### src/rtl/decimal_to_bcd_encoder.sv
// Registered one-hot decimal (10 lines) to BCD encoder with valid and
// multi-hot error flags; PRIORITY selects the multi-hot policy.
module decimal_to_bcd_encoder #(
    parameter int PRIORITY = 1
) (
    input  logic       clk,
    input  logic       rst_n,
    input  logic [9:0] d,
    output logic       D,
    output logic       C,
    output logic       B,
    output logic       A,
    output logic       valid,
    output logic       err
);

    logic [3:0] enc;
    logic [3:0] hot_cnt;
    logic       multi_hot;
    logic       none_hot;

    logic [3:0] code_d,  code_q;
    logic       valid_d, valid_q;
    logic       err_d,   err_q;

    // Later (higher) indices overwrite earlier ones, so enc ends on the highest set line.
    always_comb begin
        enc     = '0;
        hot_cnt = '0;
        for (int k = 0; k < 10; k++) begin
            if (d[k]) begin
                enc     = 4'(k);
                hot_cnt = hot_cnt + 4'd1;
            end
        end
    end

    assign multi_hot = (hot_cnt > 4'd1);
    assign none_hot  = (hot_cnt == 4'd0);

    always_comb begin
        code_d  = enc;
        valid_d = !none_hot;
        err_d   = multi_hot;
        if (multi_hot && (PRIORITY == 0)) begin
            code_d  = '0;
            valid_d = 1'b0;
        end
    end

    always_ff @(posedge clk or negedge rst_n) begin
        if (!rst_n) begin
            code_q  <= '0;
            valid_q <= 1'b0;
            err_q   <= 1'b0;
        end else begin
            code_q  <= code_d;
            valid_q <= valid_d;
            err_q   <= err_d;
        end
    end

    assign D     = code_q[3];
    assign C     = code_q[2];
    assign B     = code_q[1];
    assign A     = code_q[0];
    assign valid = valid_q;
    assign err   = err_q;

endmodule

### config.mk
export PLATFORM = sky130hd
export DESIGN_NAME = decimal_to_bcd_encoder
export DESIGN_NICKNAME = d
export VERILOG_FILES = /design/src/rtl/decimal_to_bcd_encoder.sv
export SDC_FILE = /design/constraint.sdc
export NUM_CORES = 1
export LEC_CHECK = 0
export ABC_AREA = 1
export CAP_MARGIN = 5
export CELL_PAD_IN_SITES_DETAIL_PLACEMENT = 0
export CELL_PAD_IN_SITES_GLOBAL_PLACEMENT = 1
export CORE_ASPECT_RATIO = 0.8
export CORE_MARGIN = 1.5
export CORE_UTILIZATION = 37
export DETAILED_ROUTE_END_ITERATION = 7
export HOLD_SLACK_MARGIN = 0.05
export PLACE_DENSITY_LB_ADDON = 0.2
export SLEW_MARGIN = 10
export SYNTH_ARGS = -nofsm -noshare
export SYNTH_HDL_FRONTEND = slang
export SYNTH_SLANG_ARGS = --single-unit
export TNS_END_PERCENT = 1
### constraint.sdc
create_clock -name clk -period 0.8 [get_ports clk]
set_input_delay 0.16 -clock clk [delete_from_list [all_inputs] [get_ports clk]]
set_output_delay 0.16 -clock clk [all_outputs]
set_load 0.02 [all_outputs]
==> run summary, run 1 <==
For this run, design rule violations remaining after detail routing come to 0. For this block, the initial DRC count from the detailed router was 76. The slack of the critical path was -3354 ps; the global router's overall resource usage was 30.67%.

The root buffer cell chosen for the clock tree is sky130_fd_sc_hd__clkbuf_8. Once placement finished, the instance area stood at 1872 sq um. The worst setup path is launched from an input pin. Global routing consumed, on the met2 layer, 59.26% of the routing resources.

For this run, the top clock speed supported by timing is 240.8 MHz. The clock-pin slew reported for the worst setup and hold paths after clock tree synthesis was 40 ps; the final weighted congestion of routability-driven global placement was 0.8958. The run finished, with violations left.

In this run the core area contains 18 standard-cell rows. In this run the static leakage power is 1.398 nW. Yosys mapped the design onto 20 distinct sky130hd cell types. Global routing used 34.56% of the available met1 tracks. The cell area that synthesis handed to floorplanning was 1175 sq um.

The area of the die is 3524 sq um, and the post-detailed-route wirelength per cell is 15.01 um. For the via count of the first global-routing pass, the log shows 1743. The total number of vias is 1731, and the half-perimeter wire length after detailed placement is 2.824 mm. Yosys printed 0 warnings. The tightest slew margin relative to the limit is 83.29%, and the final cycle utilization of the critical path is 519.2%.

The share of synthesized registers carrying an async set or reset was 100.0%; the number of CTS-inserted buffers was 3. In the synthesized netlist, the number of instances is 188. Global routing consumed, on the met3 layer, 2.766% of the routing resources. Total of endpoints with negative setup slack in the final report: 11. The pre-antenna-repair detailed-routing pass consisted of 4 iterations. Entering global routing, the biggest net connects 7 pins.

The highest cell delay on the worst timing path is 270 ps, and the post-route minimum period is 4154 ps. The synthesized design contains 0 enable-type register cells. The fraction of final layout cells with drive strength greater than 1 is 70.87%, and the height of the die is 53.40 um. Final hold analysis gives a worst-case slack of 160.9 ps. The finished cells cover 2551 sq um. The region available for standard cell placement spans 3063 sq um.

For the worst setup slack after placement, the log shows -4291 ps. The initial antenna violation count is 0, and the data required time of the worst path is 910 ps. In this run the tool buffered the top-level ports with 17 buffer cells. The number of buffers on the longest clock path came out at 2. The tools report the total grt overflow as 0.

Once detail routing completed, the nets flagged for antenna violations numbered 0. The checks that failed: negative setup slack. For the total wire length after detailed routing, the log shows 5.237 mm. Ranked by instance count, the synthesized netlist is headed by 58 x sky130_fd_sc_hd__nand2_1, 30 x sky130_fd_sc_hd__inv_1, 18 x sky130_fd_sc_hd__nand3_1. After clock tree synthesis, the flow added hold-fix buffers numbering 0. The initial utilization of the core area, before any placement, comes to 38.36%. Of all cell types, the one taking the most synthesized area is sky130_fd_sc_hd__nand2_1. A synthesized cell averages 6.249 sq um. After detailed routing, the number of vias per cell comes to 4.960. TritonCTS built the clock tree. The top cell type by area accounts for 18.53% of the synthesized area.

The area of the multi-input gates came out at 1234 sq um. The storage element area is 150.1 sq um. Most frequent cell on the critical path: sky130_fd_sc_hd__nand2_4.

For the total count of hold-check failures in the final report, the log shows 0. Predominant post-synthesis flop cell: sky130_fd_sc_hd__dfrtp_1. The worst setup path is captured at a flip-flop.

From synthesis to final layout, the design area changed by 117.1%. Layer with the highest usage: met2. The transition time of the tightest slew-check pin came out at 249.9 ps. The worst hold path belongs to the class input pin to asynchronous set/reset pin.

IR analysis of the VDD net gives a maximum drop of 0.8994 mV. The number of antenna diodes was 0. CTS saw 6 sinks. For this run, the register share of the synthesized area comes to 12.78%. The cell with the most instances after synthesis was sky130_fd_sc_hd__nand2_1.

The number of buffers and inverters on the critical path was 7. The tools report the number of slew-limit violations in the final report as 0. Setup repair after global routing could not meet its margin everywhere. After synthesis the netlist holds a flip-flop and latch count of 6. The tools report the number of levels the H-tree was split into as 1. Critical path class: input pin to flip-flop. The net count of the finished layout is 332.

The I/O pin count is 18, and the maximum fanout encountered on the critical timing path is 3. The number of fill cells is 158. Total power per unit cell area: 1572 nW/um^2.

Grouping stages by cell kind, the critical path spends the most delay in adder cells. The slowest cell on the critical path was sky130_fd_sc_hd__ha_4. Max-cap violations in this run came to 0. The die is 66 um wide.

For the total negative slack for setup checks, the log shows -7622 ps. The number of nets in the synthesized netlist is 209. Data on the critical path arrives at its endpoint at 4270 ps. In the post-synthesis netlist, the biggest area contributors are sky130_fd_sc_hd__nand2_1 19%, sky130_fd_sc_hd__dfrtp_1 13%, sky130_fd_sc_hd__ha_1 9.6%.

The first global-routing pass estimated 7.941 mm of wire.
[layer usage]
metal,part of all wire (%),routed length (um)
met2,51,2671
met1,40,2070
met4,4.6,240
met5,0,0
met3,4.9,254
[sequential cells by signal (all words and copies together), names as in the netlist]
signal and count:
code_q 4, valid 1, err 1
[cell usage in the layout, fill, tap and decap left out, drive strengths merged]
cell           netlist  layout
a21boi               1       1
a21oi                6       6
buf                  0     110
clkbuf               0       3
clkdlybuf4s50        0       3
dfrtp                6       6
dlygate4sd2          0       3
dlymetal6s2s         0       2
ha                   9       9
inv                 34      34
nand2               79      79
nand3               31      31
nor2                12      12
o21ai                4       4
or2                  5       5
xor2                 1       1
[timing repair]
item | in CTS | in global routing
pin swaps | 28 | 35
resized for setup | 75 | 55
endpoints found under the setup margin | 12 | 12
setup buffers | 50 | 3
[final timing paths]
kind | start | endpoint | depth (start not counted) | slack (ps)
min in group clk | d[9] | valid | 5 | 460
setup / recovery | d[1] | valid | 32 | -3350
max in group asynchronous | rst_n | code_q[1] | 1 | 430
hold / removal | rst_n | valid | 1 | 160
[kinds of logic after synthesis]
kind of cell | after synthesis | share of synthesized area, %
xor gates and xnor gates | 1 | 0.7456
adders and majority gates | 9 | 9.585
AOI/OAI and AO/OA | 11 | 4.898
and+or+nand+nor | 127 | 61.13
DFF | 6 | 12.78
buffers and inverters | 34 | 10.86
[metrics by stage]
| step | power, mW | std cells | utilization, % |
|---|---|---|---|
| 2_1_floorplan | 1.499 | 188 | - |
| 3_3_place_gp | 2.236 | 300 | 61.11 |
| 3_5_place_dp | 2.330 | 300 | 61.11 |
| 4_1_cts | 3.523 | 352 | 77.74 |
| 5_1_grt | 4.268 | 349 | 83.29 |
| 6_report | 4.010 | 349 | 83.29 |
[power breakdown]
part / internal, mW / switching [mW]
combinational: 1.64 / 1.55
clock: 0.324 / 0.143
sequential: 0.346 / 0.00960
total: 2.30 / 1.71
[cell type report]
type,count,share of cell area [%]
clock buffers,3,1.618
inverters,34,5.689
multi-input cells,148,48.36
flip-flops and latches,6,5.885
well taps,40,1.962
repair buffers,118,36.49
No activity file was read; power rests on OpenSTA's default activity.
==> inputs of run 2 (changes only) <==
--- a/config.mk
+++ b/config.mk
@@ -5,13 +5,13 @@
 export SDC_FILE = /design/constraint.sdc
 export NUM_CORES = 1
 export LEC_CHECK = 0
-export ABC_AREA = 1
 export CAP_MARGIN = 5
 export CELL_PAD_IN_SITES_DETAIL_PLACEMENT = 0
 export CELL_PAD_IN_SITES_GLOBAL_PLACEMENT = 1
 export CORE_ASPECT_RATIO = 0.8
 export CORE_MARGIN = 1.5
-export CORE_UTILIZATION = 37
+export CORE_UTILIZATION = 39
+export CTS_BUF_LIST = sky130_fd_sc_hd__clkbuf_4 sky130_fd_sc_hd__clkbuf_8 sky130_fd_sc_hd__clkbuf_16
 export DETAILED_ROUTE_END_ITERATION = 7
 export HOLD_SLACK_MARGIN = 0.05
 export PLACE_DENSITY_LB_ADDON = 0.2
==> run 2 against run 1 <==
Against the previous run: critical path depth fell by 4; wire length fell by 31%; final cell count fell by 27%; clock-buffer cell count did not move; the run still ends with negative setup slack left; synthesized cell count fell by 33%; largest power group unchanged.
==> run summary, run 2 <==
The run gives -8947 ps (-1325 ps) as the total negative slack for setup checks. The total wire length after detailed routing was 3.616 mm (-31%); the area fraction of the dominant cell type after synthesis was 14.51% (-4.0 points). The startpoint class of the critical path is an input pin. The maximum fanout encountered on the critical timing path was 6 (+3).

The floorplan core area was 2482 sq um (-19%); the maximum clock frequency was 225.3 MHz (-6.4%). The via count of the first global-routing pass is 1302 (-25%), and the average via count per standard cell is 5.086 (+2.5%). For the data required time of the worst path, the log shows 970 ps (+60 ps). The initial antenna violation count is 0 (unchanged), and the final cycle utilization of the critical path is 554.9% (+36 points). The total power per unit cell area was 2317 nW/um^2 (+47%); the mapped cell area was 1035 sq um (-12%). The highest cell delay on the worst timing path was 390 ps (+120 ps).

The highest routed metal layer is met4. Number of antenna diodes: 0 (unchanged). The first-pass iteration count of the detailed router was 4 (unchanged).

Of all cell types, the one taking the most synthesized area is sky130_fd_sc_hd__dfrtp_1. Ranked by instance count, the synthesized netlist is headed by 14 x sky130_fd_sc_hd__nand2_1, 10 x sky130_fd_sc_hd__nor2_1, 9 x sky130_fd_sc_hd__ha_1, 9 x sky130_fd_sc_hd__xnor2_1, 7 x sky130_fd_sc_hd__a21oi_1. For the peak supply drop, the log shows 1.595 mV (+77%). The run gives 5.692 mm (-28%) as the first-pass GRT wire length. Among all flip-flop cells after synthesis, the most frequent one is sky130_fd_sc_hd__dfrtp_1. The transition time of the tightest slew-check pin is 409.3 ps (+159.4 ps), and the simple-gate share of the synthesized area is 22.73% (-38 points).

For the count of warnings emitted by yosys, the log shows 0 (unchanged). The library cells used most frequently in the layout, excluding fill and tap cells, are 75 x sky130_fd_sc_hd__buf_4, 12 x sky130_fd_sc_hd__nand2_1, 9 x sky130_fd_sc_hd__xnor2_1. The tools report the tightest slew margin relative to the limit as 72.33% (-11 points). TritonCTS built the clock tree. The post-route minimum period is 4439 ps (+285.6 ps), and the count of unique library cells instantiated by Yosys is 44 (+120%). The run finished, with violations left.

The tools report the area of the multi-input gates as 996.0 sq um (-19%). For the area of the die, the log shows 2973 sq um (-16%). Number of fill cells: 160 (+1.3%). The length of routed met3 wiring is 152 um (-40%). Fraction of final layout cells with drive strength greater than 1: 57.99% (-13 points). Number of port buffers: 17 (unchanged). Setup repair after global routing could not meet its margin everywhere. The run gives 242 (-27%) as the layout net count.

The tools report the final instance area as 2018 sq um (-21%). By area the synthesized netlist is led by sky130_fd_sc_hd__dfrtp_1 15%, sky130_fd_sc_hd__ha_1 11%, sky130_fd_sc_hd__xnor2_1 7.6%. The min-delay analysis places its worst path in the category input pin to asynchronous set/reset pin.

Among all stages on the critical path, the largest delay is contributed by sky130_fd_sc_hd__xnor3_1. The post-synthesis cell count is 126 (-33%), and the average instance area after synthesis is 8.212 sq um (+31%). The met2 wire length is 1.843 mm (-31%), and the worst setup slack after placement is -4433 ps (-141.8 ps). The adder and majority gate portion of the synthesized area works out to 10.88% (+1.3 points). The height of the die was 49.07 um (-8.1%). Post-detailed-route wirelength per cell: 14.18 um (-5.5%). The core utilization of the finished layout came out at 81.30% (-2.0 points).

Half-perimeter wire length after detailed placement: 2.250 mm (-20%). The clock-pin slew reported for the worst setup and hold paths after clock tree synthesis works out to 50 ps (about the same). The slack of the critical path was -3639 ps (-285.6 ps).

The run gives 0 (unchanged) as the total grt overflow. The run gives 4.677 mW (+17%) as the total power. The worst setup path is captured at a flip-flop. The initial standard-cell utilization of the core came out at 41.68% (+3.3 points). The layout overhead on the synthesized area is 95.04%.

The largest net degree at the start of global routing is 12 (+5), and the number of slew-limit violations in the final report is 0 (unchanged). For the final routed DRC violation total, the log shows 0 (unchanged). The flip-flop count of the largest register, all copies and words added is 4 (unchanged). The global router's overall resource usage came out at 25.03% (-5.6 points). The storage element area is 150.1 sq um (unchanged), and the number of buffers on the longest clock path is 2 (unchanged). The arrival time of the worst setup path was 4600 ps (+330 ps).

The critical path class is input pin to flip-flop. The tools report the I/O pin count as 18 (unchanged). The portion of netlist area occupied by mux cells works out to 4.111% (+4.1 points). By area, the combinational part of the netlist is dominated by simple AND/OR/NAND/NOR gates. For the floorplan row count, the log shows 16 (-2).

For the total of endpoints with negative setup slack in the final report, the log shows 12 (+1). The tree is rooted in a sky130_fd_sc_hd__clkbuf_4. The run gives 1297 (-25%) as the total number of vias.

The number of max-cap violations came out at 0 (unchanged). Leaving out fill and tap cells, the most frequent cell in the layout is sky130_fd_sc_hd__buf_4. The number of synthesized flops with an enable pin works out to 0 (unchanged). The xor and xnor fraction of the mapped netlist area is 22.61% (+22 points).

The run gives 1.571 mm (-24%) as the wire length on met1. The final reports fail on negative setup slack. The share of synthesized registers carrying an async set or reset works out to 100.0% (unchanged).

The most frequent cell on the critical path is sky130_fd_sc_hd__buf_4. The logs give 0 (unchanged) for the final antenna-violating net count and 147 (-30%) for the synthesized netlist net count. The number of clock sinks was 6 (unchanged). The final weighted congestion of routability-driven global placement was 0.8043 (-10%). The number of DRC violations after detailed-routing iteration 0 is 86 (+13%). Leakage power: 0.9493 nW (-32%). The cell area after placement was 1587 sq um (-15%); the number of flip-flops and latches in the synthesized netlist was 6 (unchanged). For the number of levels the H-tree was split into, the log shows 1 (unchanged).

The share of the synthesized area in compound gates (AO/OA/AOI/OAI) was 18.74% (+14 points); the total count of hold-check failures in the final report was 0 (unchanged). The cell with the most instances after synthesis was sky130_fd_sc_hd__nand2_1. The register with the most flip-flops is code_q.

The overall die width is 60.59 um (-8.2%), and the sequential element share of the synthesized area is 14.51% (+1.7 points). The number of CTS-inserted buffers came out at 3 (unchanged).
-- run 2: cell types whose count changed after synthesis, moves of 4 or more --
cell	change
sky130_fd_sc_hd__nand2_1	-44
sky130_fd_sc_hd__inv_1	-25
sky130_fd_sc_hd__nand2_2	-15
sky130_fd_sc_hd__nand3_1	-14
sky130_fd_sc_hd__nand3_2	-9
sky130_fd_sc_hd__xnor2_1	+9
sky130_fd_sc_hd__nand2_4	-6
sky130_fd_sc_hd__nand2b_1	+5
sky130_fd_sc_hd__xor2_1	+5
sky130_fd_sc_hd__nand3_4	-4
-- run 2: logic make-up (layout without fill, tap and decap cells) --
logic type                 Yosys count  in the layout
muxes                                4              4
and+or+nand+nor                     47             47
buffers and inverters               14            107
AOI/OAI and AO/OA                   26             26
adders and majority gates            9              9
xor gates and xnor gates            20             20
DFF                                  6              6
-- run 2: report_power, final --
part	total, mW	internal, mW	switching [mW]	leakage, nW
Sequential	0.386	0.361	0.0245	0.0664
Clock	0.275	0.169	0.105	0.0138
Combinational	4.02	2.34	1.67	0.869
Total	4.68	2.87	1.80	0.949
-- run 2: cell type report --
cell class	count	area share, %
inverter	6	1.240
timing repair buffer	98	38.62
tap	36	2.232
sequential	6	7.440
clock buffer	3	1.116
multi-input combinational	106	49.35
-- run 2: per-stage QoR --
step,cells,hold WS [ps]
2_1_floorplan,126,-135.6
3_3_place_gp,219,401.0
3_5_place_dp,219,409.1
4_1_cts,255,152.8
5_1_grt,255,168.1
6_report,255,155.2
-- run 2: repair_timing --
action / 4_1_cts / 5_1_grt
gates resized for setup: 61 / 20
hold buffers: 0 / 0
pin swaps: 14 / 20
endpoints found under the setup margin: 12 / 12
buffers inserted: 33 / 1
-- run 2: routing by layer --
metal,track usage [%],up-vias
li1,-,638
met1,30.62,618
met2,44.80,37
met3,3.183,4
met4,6.884,0
met5,0,-
-- run 2: path summary, 6_finish.rpt --
kind / start / to / cells after the start / slack [ps]
worst min-delay path: rst_n / code_q[0] / 1 / 160
worst max-delay path: d[2] / valid / 28 / -3640
min in group clk: d[2] / code_q[1] / 3 / 460
max in group asynchronous: rst_n / code_q[1] / 1 / 430
-- run 2: critical path, delay by kind of cell --
kind	cells	cell delay (ps)
and+or+nand+nor	6	590
xor gates and xnor gates	1	390
muxes	1	280
buffers and inverters	13	1770
adders and majority gates	3	840
AOI/OAI and AO/OA	4	580
